<file path="src/rtl/usb_pkg.sv">
// Shared USB definitions: packet types, PID nibbles, SYNC pattern, CRC16
// constants, line-state encodings and the TX FSM state type.
package usb_pkg;

  typedef enum logic [2:0] {
    PKT_NONE  = 3'd0,
    PKT_DATA0 = 3'd1,
    PKT_DATA1 = 3'd2,
    PKT_ACK   = 3'd3,
    PKT_NAK   = 3'd4,
    PKT_STALL = 3'd5
  } tx_packet_e;

  localparam logic [3:0] PID_DATA0 = 4'h3;
  localparam logic [3:0] PID_DATA1 = 4'hB;
  localparam logic [3:0] PID_ACK   = 4'h2;
  localparam logic [3:0] PID_NAK   = 4'hA;
  localparam logic [3:0] PID_STALL = 4'hE;

  localparam logic [7:0] SYNC_BYTE = 8'h80;

  // Reflected form of x^16+x^15+x^2+1; the residual is what the register holds
  // after running data plus its transmitted (complemented) CRC through it.
  localparam logic [15:0] CRC16_POLY     = 16'hA001;
  localparam logic [15:0] CRC16_INIT     = 16'hFFFF;
  localparam logic [15:0] CRC16_RESIDUAL = 16'hB001;

  // {D+, D-}
  localparam logic [1:0] LINE_J   = 2'b10;
  localparam logic [1:0] LINE_K   = 2'b01;
  localparam logic [1:0] LINE_SE0 = 2'b00;

  typedef enum logic [2:0] {
    ST_IDLE,
    ST_SYNC,
    ST_PID,
    ST_DATA,
    ST_CRC_LO,
    ST_CRC_HI,
    ST_EOP_SE0,
    ST_EOP_J
  } tx_state_e;

  function automatic logic pkt_legal(input logic [2:0] p);
    return (p >= 3'd1) && (p <= 3'd5);
  endfunction

  function automatic logic pkt_is_data(input logic [2:0] p);
    return (p == PKT_DATA0) || (p == PKT_DATA1);
  endfunction

  function automatic logic [7:0] pid_byte(input logic [2:0] p);
    logic [3:0] pid;
    case (p)
      PKT_DATA0: pid = PID_DATA0;
      PKT_DATA1: pid = PID_DATA1;
      PKT_ACK:   pid = PID_ACK;
      PKT_NAK:   pid = PID_NAK;
      default:   pid = PID_STALL;
    endcase
    return {~pid, pid};
  endfunction

endpackage

</file>
<file path="src/rtl/usb_crc16.sv">
// Serial USB CRC16 (reflected, LSB-first data).
// Ports: clk, rst (sync, active-high), clr_i (load init value), en_i (shift in
// data_bit_i), crc_o (current register, not complemented).
module usb_crc16
  import usb_pkg::*;
(
  input  logic        clk,
  input  logic        rst,
  input  logic        clr_i,
  input  logic        en_i,
  input  logic        data_bit_i,
  output logic [15:0] crc_o
);

  logic [15:0] crc_q, crc_d;

  always_comb begin
    crc_d = crc_q;
    if (clr_i) begin
      crc_d = CRC16_INIT;
    end else if (en_i) begin
      crc_d = {1'b0, crc_q[15:1]} ^ ((crc_q[0] ^ data_bit_i) ? CRC16_POLY : 16'h0000);
    end
  end

  always_ff @(posedge clk) begin
    if (rst) crc_q <= CRC16_INIT;
    else     crc_q <= crc_d;
  end

  assign crc_o = crc_q;

endmodule

</file>
<file path="src/rtl/usb_tx_encoder.sv">
// Full-speed USB transmit engine: SYNC, PID, optional payload + CRC16, EOP,
// with bit stuffing and NRZI onto D+/D-.
// Ports: clk, rst (sync, active-high); tx_start/tx_packet/buffer_occupancy
// request a packet; get_tx_packet_data pops a byte that arrives on
// tx_packet_data one cycle later; dplus_out/dminus_out drive the line;
// tx_busy/tx_done/tx_error report status.
module usb_tx_encoder
  import usb_pkg::*;
#(
  parameter int CLKS_PER_BIT = 4,
  parameter int MAX_PAYLOAD  = 64
) (
  input  logic       clk,
  input  logic       rst,
  input  logic       tx_start,
  input  logic [2:0] tx_packet,
  input  logic [6:0] buffer_occupancy,
  input  logic [7:0] tx_packet_data,
  output logic       get_tx_packet_data,
  output logic       dplus_out,
  output logic       dminus_out,
  output logic       tx_busy,
  output logic       tx_done,
  output logic       tx_error
);

  localparam int                 CNT_W    = $clog2(CLKS_PER_BIT);
  localparam logic [CNT_W-1:0]   CNT_LAST = CNT_W'(CLKS_PER_BIT - 1);
  localparam logic [7:0]         MAX_PL   = 8'(MAX_PAYLOAD);

  tx_state_e        state_q, state_d;
  logic [CNT_W-1:0] cnt_q, cnt_d;
  logic [2:0]       idx_q, idx_d;
  logic [2:0]       ones_q, ones_d;
  logic [2:0]       pkt_q, pkt_d;
  logic [6:0]       bcnt_q, bcnt_d;
  logic [6:0]       fetched_q, fetched_d;
  logic [6:0]       sent_q, sent_d;
  logic [7:0]       pf_q, pf_d;
  logic [7:0]       data_q, data_d;
  logic             cap_q, cap_d;
  logic             get_q, get_d;
  logic             err_q, err_d;
  logic             done_q, done_d;
  logic [1:0]       line_q, line_d;

  tx_state_e        nxt_state;
  logic [2:0]       nxt_idx;
  logic [7:0]       byte_cur;
  logic             nxt_bit;
  logic             crc_clr, crc_en, crc_bit;
  logic [15:0]      crc;

  usb_crc16 u_crc (
    .clk        (clk),
    .rst        (rst),
    .clr_i      (crc_clr),
    .en_i       (crc_en),
    .data_bit_i (crc_bit),
    .crc_o      (crc)
  );

  function automatic logic [1:0] nrzi(input logic [1:0] cur, input logic b);
    return b ? cur : ((cur == LINE_J) ? LINE_K : LINE_J);
  endfunction

  function automatic logic stuffable(input tx_state_e s);
    return (s == ST_PID) || (s == ST_DATA) || (s == ST_CRC_LO) || (s == ST_CRC_HI);
  endfunction

  always_comb begin
    state_d   = state_q;
    cnt_d     = cnt_q;
    idx_d     = idx_q;
    ones_d    = ones_q;
    pkt_d     = pkt_q;
    bcnt_d    = bcnt_q;
    fetched_d = fetched_q;
    sent_d    = sent_q;
    pf_d      = cap_q ? tx_packet_data : pf_q;
    data_d    = data_q;
    cap_d     = get_q;
    get_d     = 1'b0;
    err_d     = 1'b0;
    done_d    = 1'b0;
    line_d    = line_q;
    crc_clr   = 1'b0;
    crc_en    = 1'b0;
    crc_bit   = 1'b0;
    nxt_state = state_q;
    nxt_idx   = idx_q;
    byte_cur  = 8'h00;
    nxt_bit   = 1'b0;

    if (state_q == ST_IDLE) begin
      if (tx_start) begin
        if (!pkt_legal(tx_packet) ||
            (pkt_is_data(tx_packet) && ({1'b0, buffer_occupancy} > MAX_PL))) begin
          err_d = 1'b1;
        end else begin
          // First SYNC bit goes on the line at the accepting edge.
          state_d   = ST_SYNC;
          cnt_d     = '0;
          idx_d     = 3'd0;
          ones_d    = 3'd0;
          pkt_d     = tx_packet;
          bcnt_d    = pkt_is_data(tx_packet) ? buffer_occupancy : 7'd0;
          fetched_d = 7'd0;
          sent_d    = 7'd0;
          crc_clr   = 1'b1;
          line_d    = nrzi(LINE_J, SYNC_BYTE[0]);
        end
      end
    end else if (cnt_q != CNT_LAST) begin
      cnt_d = cnt_q + 1'b1;
    end else begin
      cnt_d = '0;
      if (stuffable(state_q) && (ones_q == 3'd6)) begin
        // Stuffed 0: the byte position does not advance.
        ones_d = 3'd0;
        line_d = nrzi(line_q, 1'b0);
      end else begin
        case (state_q)
          ST_EOP_SE0: begin
            if (idx_q == 3'd0) begin
              nxt_idx = 3'd1;
            end else begin
              nxt_state = ST_EOP_J;
              nxt_idx   = 3'd0;
            end
          end
          ST_EOP_J: begin
            nxt_state = ST_IDLE;
            nxt_idx   = 3'd0;
          end
          default: begin
            if (idx_q != 3'd7) begin
              nxt_idx = idx_q + 3'd1;
            end else begin
              nxt_idx = 3'd0;
              case (state_q)
                ST_SYNC:   nxt_state = ST_PID;
                ST_PID:    nxt_state = !pkt_is_data(pkt_q) ? ST_EOP_SE0 :
                                       (bcnt_q != 7'd0)    ? ST_DATA : ST_CRC_LO;
                ST_DATA:   nxt_state = (sent_q < bcnt_q) ? ST_DATA : ST_CRC_LO;
                ST_CRC_LO: nxt_state = ST_CRC_HI;
                ST_CRC_HI: nxt_state = ST_EOP_SE0;
                default:   nxt_state = ST_IDLE;
              endcase
            end
          end
        endcase

        state_d = nxt_state;
        idx_d   = nxt_idx;

        // Pop one byte ahead: at PID bit 0 and at bit 0 of every data byte.
        if ((nxt_idx == 3'd0) && ((nxt_state == ST_PID) || (nxt_state == ST_DATA)) &&
            (fetched_q < bcnt_q)) begin
          get_d     = 1'b1;
          fetched_d = fetched_q + 7'd1;
        end
        if ((nxt_state == ST_DATA) && (nxt_idx == 3'd0)) begin
          sent_d = sent_q + 7'd1;
          data_d = pf_q;
        end

        case (nxt_state)
          ST_SYNC:   byte_cur = SYNC_BYTE;
          ST_PID:    byte_cur = pid_byte(pkt_q);
          ST_DATA:   byte_cur = (nxt_idx == 3'd0) ? pf_q : data_q;
          ST_CRC_LO: byte_cur = ~crc[7:0];
          ST_CRC_HI: byte_cur = ~crc[15:8];
          default:   byte_cur = 8'h00;
        endcase
        nxt_bit = byte_cur[nxt_idx];

        case (nxt_state)
          ST_SYNC: begin
            line_d = nrzi(line_q, nxt_bit);
            ones_d = 3'd0;
          end
          ST_PID, ST_DATA, ST_CRC_LO, ST_CRC_HI: begin
            line_d = nrzi(line_q, nxt_bit);
            ones_d = nxt_bit ? (ones_q + 3'd1) : 3'd0;
          end
          ST_EOP_SE0: line_d = LINE_SE0;
          ST_EOP_J:   line_d = LINE_J;
          default: begin
            line_d = LINE_J;
            done_d = 1'b1;
          end
        endcase

        if (nxt_state == ST_DATA) begin
          crc_en  = 1'b1;
          crc_bit = nxt_bit;
        end
      end
    end
  end

  always_ff @(posedge clk) begin
    if (rst) begin
      state_q   <= ST_IDLE;
      cnt_q     <= '0;
      idx_q     <= 3'd0;
      ones_q    <= 3'd0;
      pkt_q     <= 3'd0;
      bcnt_q    <= 7'd0;
      fetched_q <= 7'd0;
      sent_q    <= 7'd0;
      cap_q     <= 1'b0;
      get_q     <= 1'b0;
      err_q     <= 1'b0;
      done_q    <= 1'b0;
      line_q    <= LINE_J;
    end else begin
      state_q   <= state_d;
      cnt_q     <= cnt_d;
      idx_q     <= idx_d;
      ones_q    <= ones_d;
      pkt_q     <= pkt_d;
      bcnt_q    <= bcnt_d;
      fetched_q <= fetched_d;
      sent_q    <= sent_d;
      cap_q     <= cap_d;
      get_q     <= get_d;
      err_q     <= err_d;
      done_q    <= done_d;
      line_q    <= line_d;
    end
  end

  // Payload holding registers carry no control meaning and are not reset.
  always_ff @(posedge clk) begin
    pf_q   <= pf_d;
    data_q <= data_d;
  end

  assign get_tx_packet_data = get_q;
  assign dplus_out          = line_q[1];
  assign dminus_out         = line_q[0];
  assign tx_busy            = (state_q != ST_IDLE);
  assign tx_done            = done_q;
  assign tx_error           = err_q;

endmodule

</file>
<file path="config.mk">
export PLATFORM = sky130hd
export DESIGN_NAME = usb_tx_encoder
export DESIGN_NICKNAME = d
export VERILOG_FILES = /design/src/rtl/usb_pkg.sv /design/src/rtl/usb_crc16.sv /design/src/rtl/usb_tx_encoder.sv
export SDC_FILE = /design/constraint.sdc
export NUM_CORES = 1
export LEC_CHECK = 0
export ABC_CLOCK_PERIOD_IN_PS = 3300
export BUFFER_PORTS_ARGS = -buffer_cell sky130_fd_sc_hd__buf_2
export CAP_MARGIN = 10
export CORE_MARGIN = 2
export CORE_UTILIZATION = 42
export DETAILED_ROUTE_END_ITERATION = 16
export SYNTH_ARGS = -nofsm -noshare
export SYNTH_HDL_FRONTEND = slang
export SYNTH_SLANG_ARGS = --single-unit
</file>
<file path="constraint.sdc">
create_clock -name clk -period 3.3 [get_ports clk]
set_input_delay 0.495 -clock clk [delete_from_list [all_inputs] [get_ports clk]]
set_output_delay 0.495 -clock clk [all_outputs]
set_load 0.01 [all_outputs]
</file>
==> impl_metrics.json <==
{
  "synth_edf_count": 16,
  "coreArea_mm2": 0.009284,
  "drc": 0,
  "die_x_um": 102.2,
  "drive_gt1_frac": 0.2169,
  "cts_buffer_depth": 2,
  "crit_top_cell": "o21a_1",
  "tightest_slew_ns": 0.5663,
  "slew_headroom": 0.6211,
  "end_kind": "flop",
  "final_hold_viol_count": 0,
  "grt_pass1_wl_um": 15610,
  "required_ns": 3.55,
  "slowest_delay_ns": 0.55,
  "ant_nets": 0,
  "portBuffers": 26,
  "place_worst_setup_slack_ns": 0.07492,
  "min_path_type": "input port to flop",
  "power.density_mw_per_mm2": 432.8,
  "num_antenna_cells": 0,
  "first_pass_iters": 4,
  "cts.hold.buffers_added": 0,
  "slew_viol_final": 0,
  "ir_worst_vdd_uv": 232.1,
  "antenna_found_initial": 0,
  "cp.arrival_ns": 3.41,
  "post_synth_num_cell_types": 79,
  "hpwl_um": 7070,
  "fin_worst_skew_ns": 0.006860,
  "wire_per_inst_um": 15.49,
  "crit_slowest_cell": "dfxtp_1",
  "cts.clk_slew.worst_paths_ns": 0.08,
  "viasPerCell": 5.361,
  "crit_path_start_kind": "flop",
  "first_iter_violations": 170,
  "fmax_ghz": 0.3160,
  "synth_cells": 434,
  "dieArea_mm2": 0.01044,
  "crit_chain": "buf_4 -> nand2b_2 -> o32a_2 -> o31ai_4 -> nand3_2 -> nor3_1 -> o21ai_1 -> nand2_1 -> nand4_1 -> o21a_1 -> o21a_1",
  "setup_ws_ns": 0.1356,
  "root_buffer": "clkbuf_8",
  "io-pin-count": 27,
  "netlist_area_mm2": 0.004046,
  "postSynth.asyncResetShare": 0,
  "utilization": 0.5061,
  "min_period_over_period": 0.9589,
  "routed-via-count": 3286,
  "htree_levels": 3,
  "cts_sinks": 73,
  "whs_ns": 0.3219,
  "fin_crit_ns": 3.164,
  "power_w": 0.002034,
  "outcome": "finished clean",
  "critPathKind": "flop to flop",
  "syn_area_per_cell_um2": 9.323,
  "grt_max_degree": 26,
  "yosysWarnings": 0,
  "track_usage": 0.1954,
  "seq_area_frac_synth": 0.4007,
  "area_delta_synth_final_pct": 16.11,
  "ys_ff_latch": 73,
  "fillers": 909,
  "p_leak_nw": 1.860,
  "drt_wl_total_um": 9495,
  "cts_buffers": 9,
  "synth_ff_type": "dfxtp_1",
  "die_y_um": 102.2,
  "rows": 35,
  "start_util": 0.4358,
  "gp_congestion": 0.9522,
  "cts_tree": "yes",
  "grt_pass1_vias": 3099,
  "cap_viol_max_count": 0,
  "nNetsFinal": 520,
  "syn_nets": 475,
  "gr-total-overflow": 0,
  "finalSetupViolCount": 0,
  "path_max_fanout": 6,
  "clk_latency_ns": 0.35
}
flip-flops by register name, indices dropped and copies added, names as in the netlist:
register,count
bcnt_q,7
cap_q,1
cnt_q,2
data_q,8
fetched_q,7
get_tx_packet_data,1
idx_q,3
line_q,2
ones_q,3
pf_q,8
pkt_q,3
sent_q,7
state_q,3
tx_done,1
tx_error,1
u_crc.crc_o,16
worst max-delay path, delay by kind of cell (launching register included):
| kind | cells | cell delay, ns |
|---|---|---|
| AND/OR/NAND/NOR | 5 | 0.83 |
| buffers and inverters | 1 | 0.22 |
| flip-flops | 1 | 0.55 |
| AO/OA/AOI/OAI | 5 | 1.47 |
stage by stage:
stage,cell area [µm²],cells,TNS (ns)
floorplan,4046,434,0
global placement,4392,595,0
detailed placement,4392,595,0
CTS,4658,611,0
global route,4698,613,-0.03063
finish,4698,613,0
cell usage after synthesis, drive strengths merged (3+ instances only):
| master | count | area (µm²) |
|---|---|---|
| nand2 | 65 | 254.0 |
| dfxtp | 57 | 1141 |
| nor2 | 35 | 148.9 |
| nand3 | 27 | 150.2 |
| a21oi | 22 | 117.6 |
| o21ai | 21 | 131.4 |
| ha | 20 | 250.2 |
| inv | 19 | 71.31 |
| edfxtp | 16 | 480.5 |
| a31oi | 9 | 71.32 |
| nand2b | 9 | 58.81 |
| nor3 | 9 | 50.05 |
| clkbuf | 8 | 50.05 |
| mux2i | 8 | 80.08 |
| xor2 | 8 | 70.07 |
| a211oi | 7 | 62.56 |
| xnor2 | 7 | 68.82 |
| o211ai | 6 | 45.04 |
| a21o | 5 | 38.79 |
| buf | 5 | 38.78 |
| and3 | 4 | 27.52 |
| mux2 | 4 | 45.04 |
| nand4 | 4 | 25.02 |
| nor2b | 4 | 25.02 |
| o21a | 4 | 30.03 |
| o31ai | 4 | 43.79 |
| or3 | 4 | 25.02 |
| a211o | 3 | 27.53 |
| a22o | 3 | 26.28 |
| a32o | 3 | 30.03 |
| and2 | 3 | 20.02 |
| or4 | 3 | 22.52 |
per-layer routing:
layer / share of wire / GRT usage / up-vias
met1: 0.50 / 0.2795 / 1537
li1: - / - / 1658
met3: 0.054 / 0.04446 / 14
met2: 0.43 / 0.2930 / 77
met5: 0 / 0 / -
met4: 0.016 / 0.06256 / 0
worst paths after layout:
path	from	end	slack, ns	cells past startpoint
worst min-delay path	tx_packet_data[3]	pf_q[3]$_DFFE_PP_	0.32	1
worst max-delay path	state_q[1]$_SDFFE_PP0P_	fetched_q[6]$_SDFFE_PP0P_	0.14	11
worst max register to register	state_q[1]$_SDFFE_PP0P_	fetched_q[6]$_SDFFE_PP0P_	0.14	11
worst min register to register	pf_q[5]$_DFFE_PP_	data_q[5]$_DFFE_PP_	0.42	0
where the power goes:
part | internal [W] | leakage (nW) | total, W | switching (W)
clock | 0.000580 | 0.133 | 0.000916 | 0.000337
combinational | 0.0000693 | 1.12 | 0.000182 | 0.000113
sequential | 0.000920 | 0.605 | 0.000935 | 0.0000142
total | 0.00157 | 1.86 | 0.00203 | 0.000464
cells by family (layout without fill, tap and decap cells):
logic type,after synthesis,count (layout),synth area share
xor+xnor,16,16,0.03989
compound gates,101,101,0.1945
buf+inv,33,83,0.04081
flops,73,73,0.4007
fa+ha+maj,20,20,0.06184
mux,12,12,0.03092
simple gates,179,179,0.2313
cells in the final DEF (no fill, tap or decap), drive strengths merged, types with 4 or more instances in the layout:
cell type   n
nand2      65
dfxtp      57
buf        47
nor2       35
nand3      27
a21oi      22
o21ai      21
ha         20
inv        19
edfxtp     16
clkbuf      9
nand2b      9
nor3        9
a31oi       9
xor2        8
mux2i       8
xnor2       7
a211oi      7
o211ai      6
a21o        5
nor2b       4
o21a        4
mux2        4
or3         4
nand4       4
bufinv      4
o31ai       4
clkinv      4
and3        4
cell type report:
cell class	count	area, µm²	area share
well taps	129	161.4	0.03435
multi-input cells	328	2283	0.4860
clock buffers	9	123.9	0.02636
flip-flops and latches	73	1623	0.3454
clock inverters	7	142.6	0.03036
inverters	20	76.32	0.01624
repair buffers	47	287.8	0.06125
what timing repair did:
| action | in CTS | in global routing |
|---|---|---|
| buffers inserted | 0 | 2 |
| resized for setup | 0 | 6 |
| hold endpoints to repair | 0 | 0 |
| setup endpoints to repair | 0 | 11 |
No activity file was read; power rests on OpenSTA's default activity.
